==> src/rtl/baud_pkg.sv <==
// baud_pkg: shared clock/baud constants and divisor computation
// for the UART baud tick generator.
package baud_pkg;

    localparam int CLK_FREQ_HZ  = 50_000_000;
    localparam int DEFAULT_BAUD = 9600;
    localparam int OVERSAMPLE   = 16;
    localparam int DEF_FRAC_W   = 4;

    // Fixed-point clk/(baud*os), rounded to the nearest 1/2^frac_w cycle.
    function automatic logic [63:0] calc_div_q(
        input int clk_hz,
        input int baud,
        input int os,
        input int frac_w
    );
        logic [63:0] num;
        logic [63:0] den;
        den = 64'(baud) * 64'(os);
        num = (64'(clk_hz) << frac_w) + (den >> 1);
        return num / den;
    endfunction

    function automatic int calc_div_int(
        input int clk_hz,
        input int baud,
        input int os,
        input int frac_w
    );
        return int'(calc_div_q(clk_hz, baud, os, frac_w) >> frac_w);
    endfunction

    function automatic int calc_div_frac(
        input int clk_hz,
        input int baud,
        input int os,
        input int frac_w
    );
        logic [63:0] mask;
        mask = (64'd1 << frac_w) - 64'd1;
        return int'(calc_div_q(clk_hz, baud, os, frac_w) & mask);
    endfunction

    localparam int DEF_DIV_INT =
        calc_div_int(CLK_FREQ_HZ, DEFAULT_BAUD, OVERSAMPLE, DEF_FRAC_W);
    localparam int DEF_DIV_FRAC =
        calc_div_frac(CLK_FREQ_HZ, DEFAULT_BAUD, OVERSAMPLE, DEF_FRAC_W);

endpackage

==> src/rtl/baud_rate_gen.sv <==
// baud_rate_gen: fractional-N oversample tick generator with
// bit-midpoint and bit-boundary ticks derived from the phase count.
module baud_rate_gen #(
    parameter int DIV_W        = 16,
    parameter int FRAC_W       = baud_pkg::DEF_FRAC_W,
    parameter int OVERSAMPLE   = baud_pkg::OVERSAMPLE,
    parameter int RST_DIV_INT  = baud_pkg::DEF_DIV_INT,
    parameter int RST_DIV_FRAC = baud_pkg::DEF_DIV_FRAC
) (
    input  logic                          clk,
    input  logic                          rst,
    input  logic                          en,
    input  logic [DIV_W-1:0]              div_int,
    input  logic [FRAC_W-1:0]             div_frac,
    input  logic                          load,
    input  logic                          sync_clr,
    output logic                          tick_os,
    output logic                          tick_mid,
    output logic                          tick_bit,
    output logic [$clog2(OVERSAMPLE)-1:0] os_phase,
    output logic                          cfg_err
);
    import baud_pkg::*;

    localparam int PH_W = $clog2(OVERSAMPLE);
    localparam logic [PH_W-1:0] PH_MID = PH_W'(OVERSAMPLE / 2);

    logic [DIV_W-1:0]  r_div_int;
    logic [FRAC_W-1:0] r_div_frac;
    logic [DIV_W:0]    r_cnt;
    logic [FRAC_W-1:0] r_acc;
    logic              r_carry;
    logic [PH_W-1:0]   r_phase;
    logic              r_tick_os;
    logic              r_tick_mid;
    logic              r_tick_bit;

    logic [DIV_W:0]    w_div_ext;
    logic [DIV_W:0]    w_last;
    logic              w_wrap;
    logic [FRAC_W:0]   w_sum;
    logic [PH_W-1:0]   w_phase_nx;
    logic              w_cfg_err;

    // A carry stretches the current interval by one cycle.
    assign w_div_ext  = {1'b0, r_div_int};
    assign w_last     = r_carry ? w_div_ext
                                : w_div_ext - (DIV_W+1)'(1);
    assign w_wrap     = (r_cnt == w_last);
    assign w_sum      = {1'b0, r_acc} + {1'b0, r_div_frac};
    assign w_phase_nx = r_phase + PH_W'(1);
    assign w_cfg_err  = (r_div_int < DIV_W'(2));

    always_ff @(posedge clk) begin
        if (rst) begin
            r_div_int  <= DIV_W'(RST_DIV_INT);
            r_div_frac <= FRAC_W'(RST_DIV_FRAC);
            r_cnt      <= '0;
            r_acc      <= '0;
            r_carry    <= 1'b0;
            r_phase    <= '0;
            r_tick_os  <= 1'b0;
            r_tick_mid <= 1'b0;
            r_tick_bit <= 1'b0;
        end else begin
            r_tick_os  <= 1'b0;
            r_tick_mid <= 1'b0;
            r_tick_bit <= 1'b0;
            if (load) begin
                r_div_int  <= div_int;
                r_div_frac <= div_frac;
                r_cnt      <= '0;
                r_acc      <= '0;
                r_carry    <= 1'b0;
                r_phase    <= '0;
            end else if (sync_clr) begin
                r_cnt      <= '0;
                r_carry    <= 1'b0;
                r_phase    <= '0;
            end else if (en && !w_cfg_err) begin
                if (w_wrap) begin
                    r_cnt      <= '0;
                    r_acc      <= w_sum[FRAC_W-1:0];
                    r_carry    <= w_sum[FRAC_W];
                    r_phase    <= w_phase_nx;
                    r_tick_os  <= 1'b1;
                    r_tick_mid <= (w_phase_nx == PH_MID);
                    r_tick_bit <= (w_phase_nx == '0);
                end else begin
                    r_cnt <= r_cnt + (DIV_W+1)'(1);
                end
            end
        end
    end

    assign tick_os  = r_tick_os;
    assign tick_mid = r_tick_mid;
    assign tick_bit = r_tick_bit;
    assign os_phase = r_phase;
    assign cfg_err  = w_cfg_err;

endmodule

==> config.mk <==
export PLATFORM = sky130hd
export DESIGN_NAME = baud_rate_gen
export DESIGN_NICKNAME = d
export VERILOG_FILES = /design/src/rtl/baud_pkg.sv /design/src/rtl/baud_rate_gen.sv
export SDC_FILE = /design/constraint.sdc
export NUM_CORES = 1
export LEC_CHECK = 0
export ABC_AREA = 1
export BUFFER_PORTS_ARGS = -buffer_cell sky130_fd_sc_hd__buf_2
export CAP_MARGIN = 25
export CORE_AREA = 2 2 118 109
export CTS_CLUSTER_DIAMETER = 30
export DETAILED_ROUTE_END_ITERATION = 10
export DIE_AREA = 0 0 120 111
export REMOVE_ABC_BUFFERS = 1
export SLEW_MARGIN = 0
export SYNTH_ARGS = -nofsm -noshare
export SYNTH_HDL_FRONTEND = slang
export SYNTH_SLANG_ARGS = --single-unit
==> constraint.sdc <==
create_clock -name clk -period 2.3 [get_ports clk]
set_input_delay 0.46 -clock clk [delete_from_list [all_inputs] [get_ports clk]]
set_output_delay 0.46 -clock clk [all_outputs]
set_load 0.05 [all_outputs]
[After elaboration in Yosys (flattened, before gate mapping)]
Cells that the tools add are included.
Storage, ports and cells
  register bits: 49
  input port bits: 25
  output and inout port bits: 8
  logic and storage cells: 31
Operators by class
  $add $sub $neg: 4
  $lt $le $gt $ge: 1
  eq/ne operators: 2
  multiplexer cells: 3
  bitwise logic cells: 3
  reductions and logical operators: 9
Operators with widths (count)
  $mux 17: 2
  $add 17x1->17 const B: 1
  $eq 17x17->1: 1
  $sub 16x1->17 const B: 1
  $lt 16x2->1 const B: 1
  $add 4x4->5: 1
  $reduce_or 5->1: 1
  $add 4x1->4 const B: 1
  $eq 4x4->1 const B: 1
  $logic_not 4->1: 1
  $reduce_or 4->1: 1
  $not 1->1: 3
  $reduce_and 3->1: 1
  $reduce_or 3->1: 1
  $reduce_and 2->1: 1
  $reduce_or 2->1: 1
  $logic_and 1x1->1: 1
  $logic_not 1->1: 1
  $mux 1: 1

[Logic depth before layout (Yosys ltp)]
  depth after elaboration: 5
  depth in mapped cells: 18
  gate-level depth less buffers: 18

[Least setup slack after synthesis]
Ideal clock, no wire load.
  path kind: reg2reg
  start: register r_div_int[0]
  end: register r_cnt[1]
  setup time: 117 ps
  arrival: 1898 ps
  required time: 2183 ps
  path slack: 285 ps
  cell stages (with the launch flop): 15
  buffers on the path: 1
  clock period less this slack: 2015 ps
  path through: dfxtp_1 -> inv_1 -> ha_1 -> inv_1 -> nor2_2 -> nand2_1 -> nor2_2 -> nand4_1 -> xor2_1 -> nand2_1 -> nor2_4 -> nand3_4 -> nand2_4 -> buf_6 -> nor2_1
Between the ends
  word-level cells in the longest chain between the ends: 4
  elaborated cells between the ends (all ways): 7
  classes of those cells: add/sub (1); order compare (1); eq/ne (1); mux (2); reduce/logical (2)
RTL lines
  start, declared: RTL line baud_rate_gen.sv:28  | logic [DIV_W-1:0] r_div_int;
  start signal, assigned: RTL line baud_rate_gen.sv:56  | r_div_int <= DIV_W'(RST_DIV_INT);
  start signal, assigned: RTL line baud_rate_gen.sv:70  | r_div_int <= div_int;
  $sub 16x1->17: RTL line baud_rate_gen.sv:48  | : w_div_ext - (DIV_W+1)'(1);
  $mux 17: RTL line baud_rate_gen.sv:47  | assign w_last = r_carry ? w_div_ext
  $eq 17x17->1: RTL line baud_rate_gen.sv:49  | assign w_wrap = (r_cnt == w_last);
  $mux 17: RTL line baud_rate_gen.sv:81  | if (w_wrap) begin
  end signal, assigned: RTL line baud_rate_gen.sv:90  | r_cnt <= r_cnt + (DIV_W+1)'(1);
  end, declared: RTL line baud_rate_gen.sv:30  | logic [DIV_W:0] r_cnt;
Parallel ways exist; a longest one is shown, timed or not.
A chain may end at the register's enable or synchronous reset.

[Final worst setup path]
  start: register r_div_int[1]
  end: register r_phase[1] (netlist: os_phase[1])
Between the ends
  word-level cells in the longest chain between the ends: 4
  elaborated cells between the ends (all ways): 7
  classes of those cells: add/sub (1); order compare (1); eq/ne (1); mux (1); reduce/logical (3)
RTL lines
  $sub 16x1->17 / $lt 16x2->1 (equally long branches): RTL line baud_rate_gen.sv:48, baud_rate_gen.sv:52
  $mux 17 / $logic_not 1->1 (equally long branches): RTL line baud_rate_gen.sv:47, baud_rate_gen.sv:80
  $eq 17x17->1 / $logic_and 1x1->1 (equally long branches): RTL line baud_rate_gen.sv:49, baud_rate_gen.sv:80
  $reduce_and 2->1 (no source line) *
  end signal, assigned: RTL line baud_rate_gen.sv:85  | r_phase <= w_phase_nx;
  end, declared: RTL line baud_rate_gen.sv:33  | logic [PH_W-1:0] r_phase;
Every way passes the cells marked *; elsewhere a longest branch is shown, timed or not.

==> results <==
- For this run, the number of standard cells in the final layout without fillers is 705.
- The switching share of power is 26.8%.
- The post-route netlist has 17.2% of its cells at a drive strength greater than 1.
- Total power for the finished layout comes to 2.05 mW.
- The measured slew at the worst slew-check pin is 485 ps.
- For this design the ratio of total power to cell area is 543 nW/µm².
- In this run the tool buffered the top-level ports with 32 buffer cells.
- For this design the total switching power over the nets is 0.551 mW.
- The biggest fanout along the worst timing path is 6.
- The y dimension of the die is 111 µm.
- Detailed routing inserted a total of 3100 vias.
- The number of global-route vias before repair is 2924.
- The count of pins on the block boundary is 33.
- After routing the design area is 3780 µm².
- Of the available clock period, the critical path in the final layout requires 91.8%.
- By area the synthesized netlist is led by dfxtp_1, nand2_1, nor2_1.
- The peak clock frequency supported by timing is 474 MHz.
- The slowest cell on the critical path is dfxtp_2.
- The floorplan step defined a core boundary enclosing 12200 µm².
- The post-cts gate resize count is 0.
- The met2 wire length is 3440 µm.
- The count of hold-fix buffers inserted at cts is 0.
- CTS placed an instance of clkbuf_16 at the clock tree root.
- Per report_power, the sequential group accounts for 43.8% of the total.
- The count of final hold-check violations came to 0.
- The post-detailed-route wirelength per cell is 11.9 µm.
- The worst setup path is launched from a flip-flop.
- The cell row count is 39.
- The filler cells instantiated in the layout total 1346.
- The pin count of the biggest net entering global routing is 23.
- Synthesis instantiated 33 different standard cells from the library.
- Including well taps, the total number of placed cells is 697.
- The worst setup timing slack at the placement stage is 52.6 ps.
- The buffers inserted during post-CTS setup optimization is 0.
- The worst path needs 2110 ps of the cycle, external delays included.
- The cell accounting for the most synthesized area is dfxtp_1.
- The cell leakage power is 1.74 nW.
- The wire-length estimate of the detail-placed layout is 6580 µm.
- The full die area is 13300 µm².
- The beginning of the critical path is r_div_int[1].
- The average footprint of a synthesized cell is 6.30 µm².
- The number of detailed-routing iterations run before antenna repair is 5.
- Yosys printed 0 warnings.
- Global routing consumed, over all layers together, 12.9% of the routing resources.
- Across the VDD grid, the largest voltage drop is 293 µV.
- The worst slew slack as a fraction of its limit is 67.7%.
- The startpoint identified for the worst hold timing path is div_frac[3].
- Setup repair after global routing could not meet its margin everywhere.
- The post-route setup TNS is 0 ps.
- Hold timing on the final database bottoms out at a slack of 376 ps.
- The placed standard-cell area is 3550 µm².
- The die width is 120 µm.
- The data arrival time of the critical path is 2350 ps.
- The flow ran to the end, and the final reports show no timing, DRC or antenna violations.
- The delay of the slowest cell on the worst path is 340 ps.
- The clock tree synthesis step divided the H-tree into 2 levels.
- The most frequent cell on the critical path is nor2_4.
- The path type of the worst min-delay path is primary input to flip-flop.
- In this run, the combinational gates consume 14.6% of the power.
- The wire length of the first global-routing pass is 14000 µm.
- The final count of pins violating max slew is 0.
- In this run the deepest clock path goes through 2 buffers.
- In this run the biggest area consumer among cell types represents 31.8% of the synthesized area.
- The startpoint identified for the worst register-to-register timing path is r_div_int[1].
- The sequential share of the synthesized area is 31.8%.
- The worst setup path is captured at a flip-flop.
- The DRC violations left is 0.
- In the routed layout, each cell is associated on average with a via count of 4.40.
- Cell internal power was estimated by the tool at 1.50 mW.
- The uppermost metal layer occupied by signal nets is met4.
- The number of flip-flops and latches in the synthesized netlist is 49.
- The number of nets with antenna violations after detailed routing is 0.
- The number of CTS-inserted buffers is 5.
- The clock-pin slew of the registers on the worst-case setup and hold paths is 70 ps.
- The required time of the worst setup path is 2540 ps.
- At the later pin of the worst-skew pair, clock insertion delay measures 290 ps.
- The met1 layer wirelength in the final routing is 4490 µm.
- The core utilization of the finished layout is 30.9%.
- The post-detailed-routing wire length is 8360 µm.
- Traced cell by cell, the critical path runs through inv_4, ha_4, inv_2, nor2_4, nand2_2, nor2_4, nand4_1, xor2_1, nand2_1, nor2_4, nand4_4, nor2_4, nand2_1, nand2_1.
- The clock skew after layout is 8.26 ps.
- The TritonCTS sink count is 49.
- The weighted congestion reported at the end of routability-driven placement is 0.923.
- The slack of the critical path is 189 ps.
- The clock tree from TritonCTS is built.
- By startpoint and endpoint, the worst setup path is classified as flip-flop to flip-flop.
- The post-synthesis instance total is 490.
- Wire segments on met3 add up to 344 µm in the final route.
- After the last flow step, the layout net total stands at 573.
- The initial antenna violation count is 0.
- 0 antenna diodes ended up in the layout.
- The number of violations reported at the end of detailed-routing iteration 0 is 201.
- The count of maximum capacitance violations is 0.
- The clock network burns 41.6% of the power.
- Once the floorplan was initialized, standard cells occupied 25.2% of the core.
- The total grt overflow is 0.
- Setup violations remaining at the end of the flow were counted as 0.
- From synthesis to final layout, the design area changed by 22.5%.
- The total standard cell area after synthesis is 3090 µm².
[cell families after synthesis]
| kind of cell | after synthesis | share of synthesized area [%] |
|---|---|---|
| AND/OR/NAND/NOR | 292 | 42.0 |
| buffers and inverters | 70 | 8.84 |
| AO/OA/AOI/OAI | 53 | 8.80 |
| flip-flops | 49 | 31.8 |
| XOR/XNOR | 18 | 5.11 |
| adder cells (fa/ha/maj) | 8 | 3.49 |
[power groups by stage]
stage          sequential, mW  clock [mW]  combinational (mW)
2_1_floorplan           0.912           0               0.184
3_3_place_gp            0.916           0               0.285
3_5_place_dp            0.917           0               0.283
4_1_cts                 0.897       0.875               0.286
5_1_grt                 0.903       0.924               0.341
6_report                0.900       0.854               0.301
[state kept, by name, summed over array words and instances (netlist names)]
register and flops:
tick_bit 1, r_div_frac 4, tick_mid 1, tick_os 1, r_div_int 16, r_carry 1
r_cnt 17, r_acc 4, os_phase 4
[cell usage in the layout (no fill, tap or decap), types with 3 or more instances in the layout]
cell type,instances
nand3_1,37
ha_1,6
nor2_1,77
dfxtp_1,44
inv_1,60
o21ai_0,30
nand4_1,9
nor2_2,8
buf_4,16
clkbuf_16,5
nor3_1,8
xnor2_1,5
buf_2,32
nand2_1,131
nor2_4,5
dfxtp_2,5
nand2_2,5
a21oi_1,19
inv_2,3
xor2_1,13
[synth_stat cells (all sizes together)]
cell    number
xor2        13
o21ai       31
nand4       10
buf          1
inv         65
nor4         1
a21oi       19
o22ai        1
nand3b       2
fa           1
and2         1
xnor2        5
nor3b        2
a21o         2
or2          1
ha           7
dfxtp       49
clkbuf       4
nand2      137
nor2        90
nor3         8
nand3       40
[final cells by class]
type	count	area (µm²)	share of cell area, %
Clock inverter	3	46.3	1.22
Multi-Input combinational cell	371	1890	49.9
Timing Repair Buffer	48	280	7.41
Sequential cell	49	987	26.1
Clock buffer	5	125	3.31
Inverter	65	249	6.59
Tap cell	164	205	5.43
[worst max-delay path: cells and delay by family, from the launching register on]
family	cells	cell delay (ps)
and+or+nand+nor	10	1280
xor gates and xnor gates	1	180
DFF	1	340
adders and majority gates	1	150
buffers and inverters	2	110
[layer usage]
layer | vias to the layer above | GRT usage [%]
li1 | 1648 | -
met1 | 1374 | 19.4
met2 | 70 | 19.0
met3 | 8 | 2.57
met4 | 0 | 2.51
met5 | - | 0
[worst paths after layout]
| kind | to | slack [ps] | cells after the start |
|---|---|---|---|
| max | os_phase[1] | 190 | 14 |
| min | r_div_frac[3] | 380 | 3 |
| max reg2reg | os_phase[1] | 190 | 14 |
| min reg2reg | r_div_frac[3] | 490 | 2 |
Note: power is estimated with default switching activity, not from simulation.
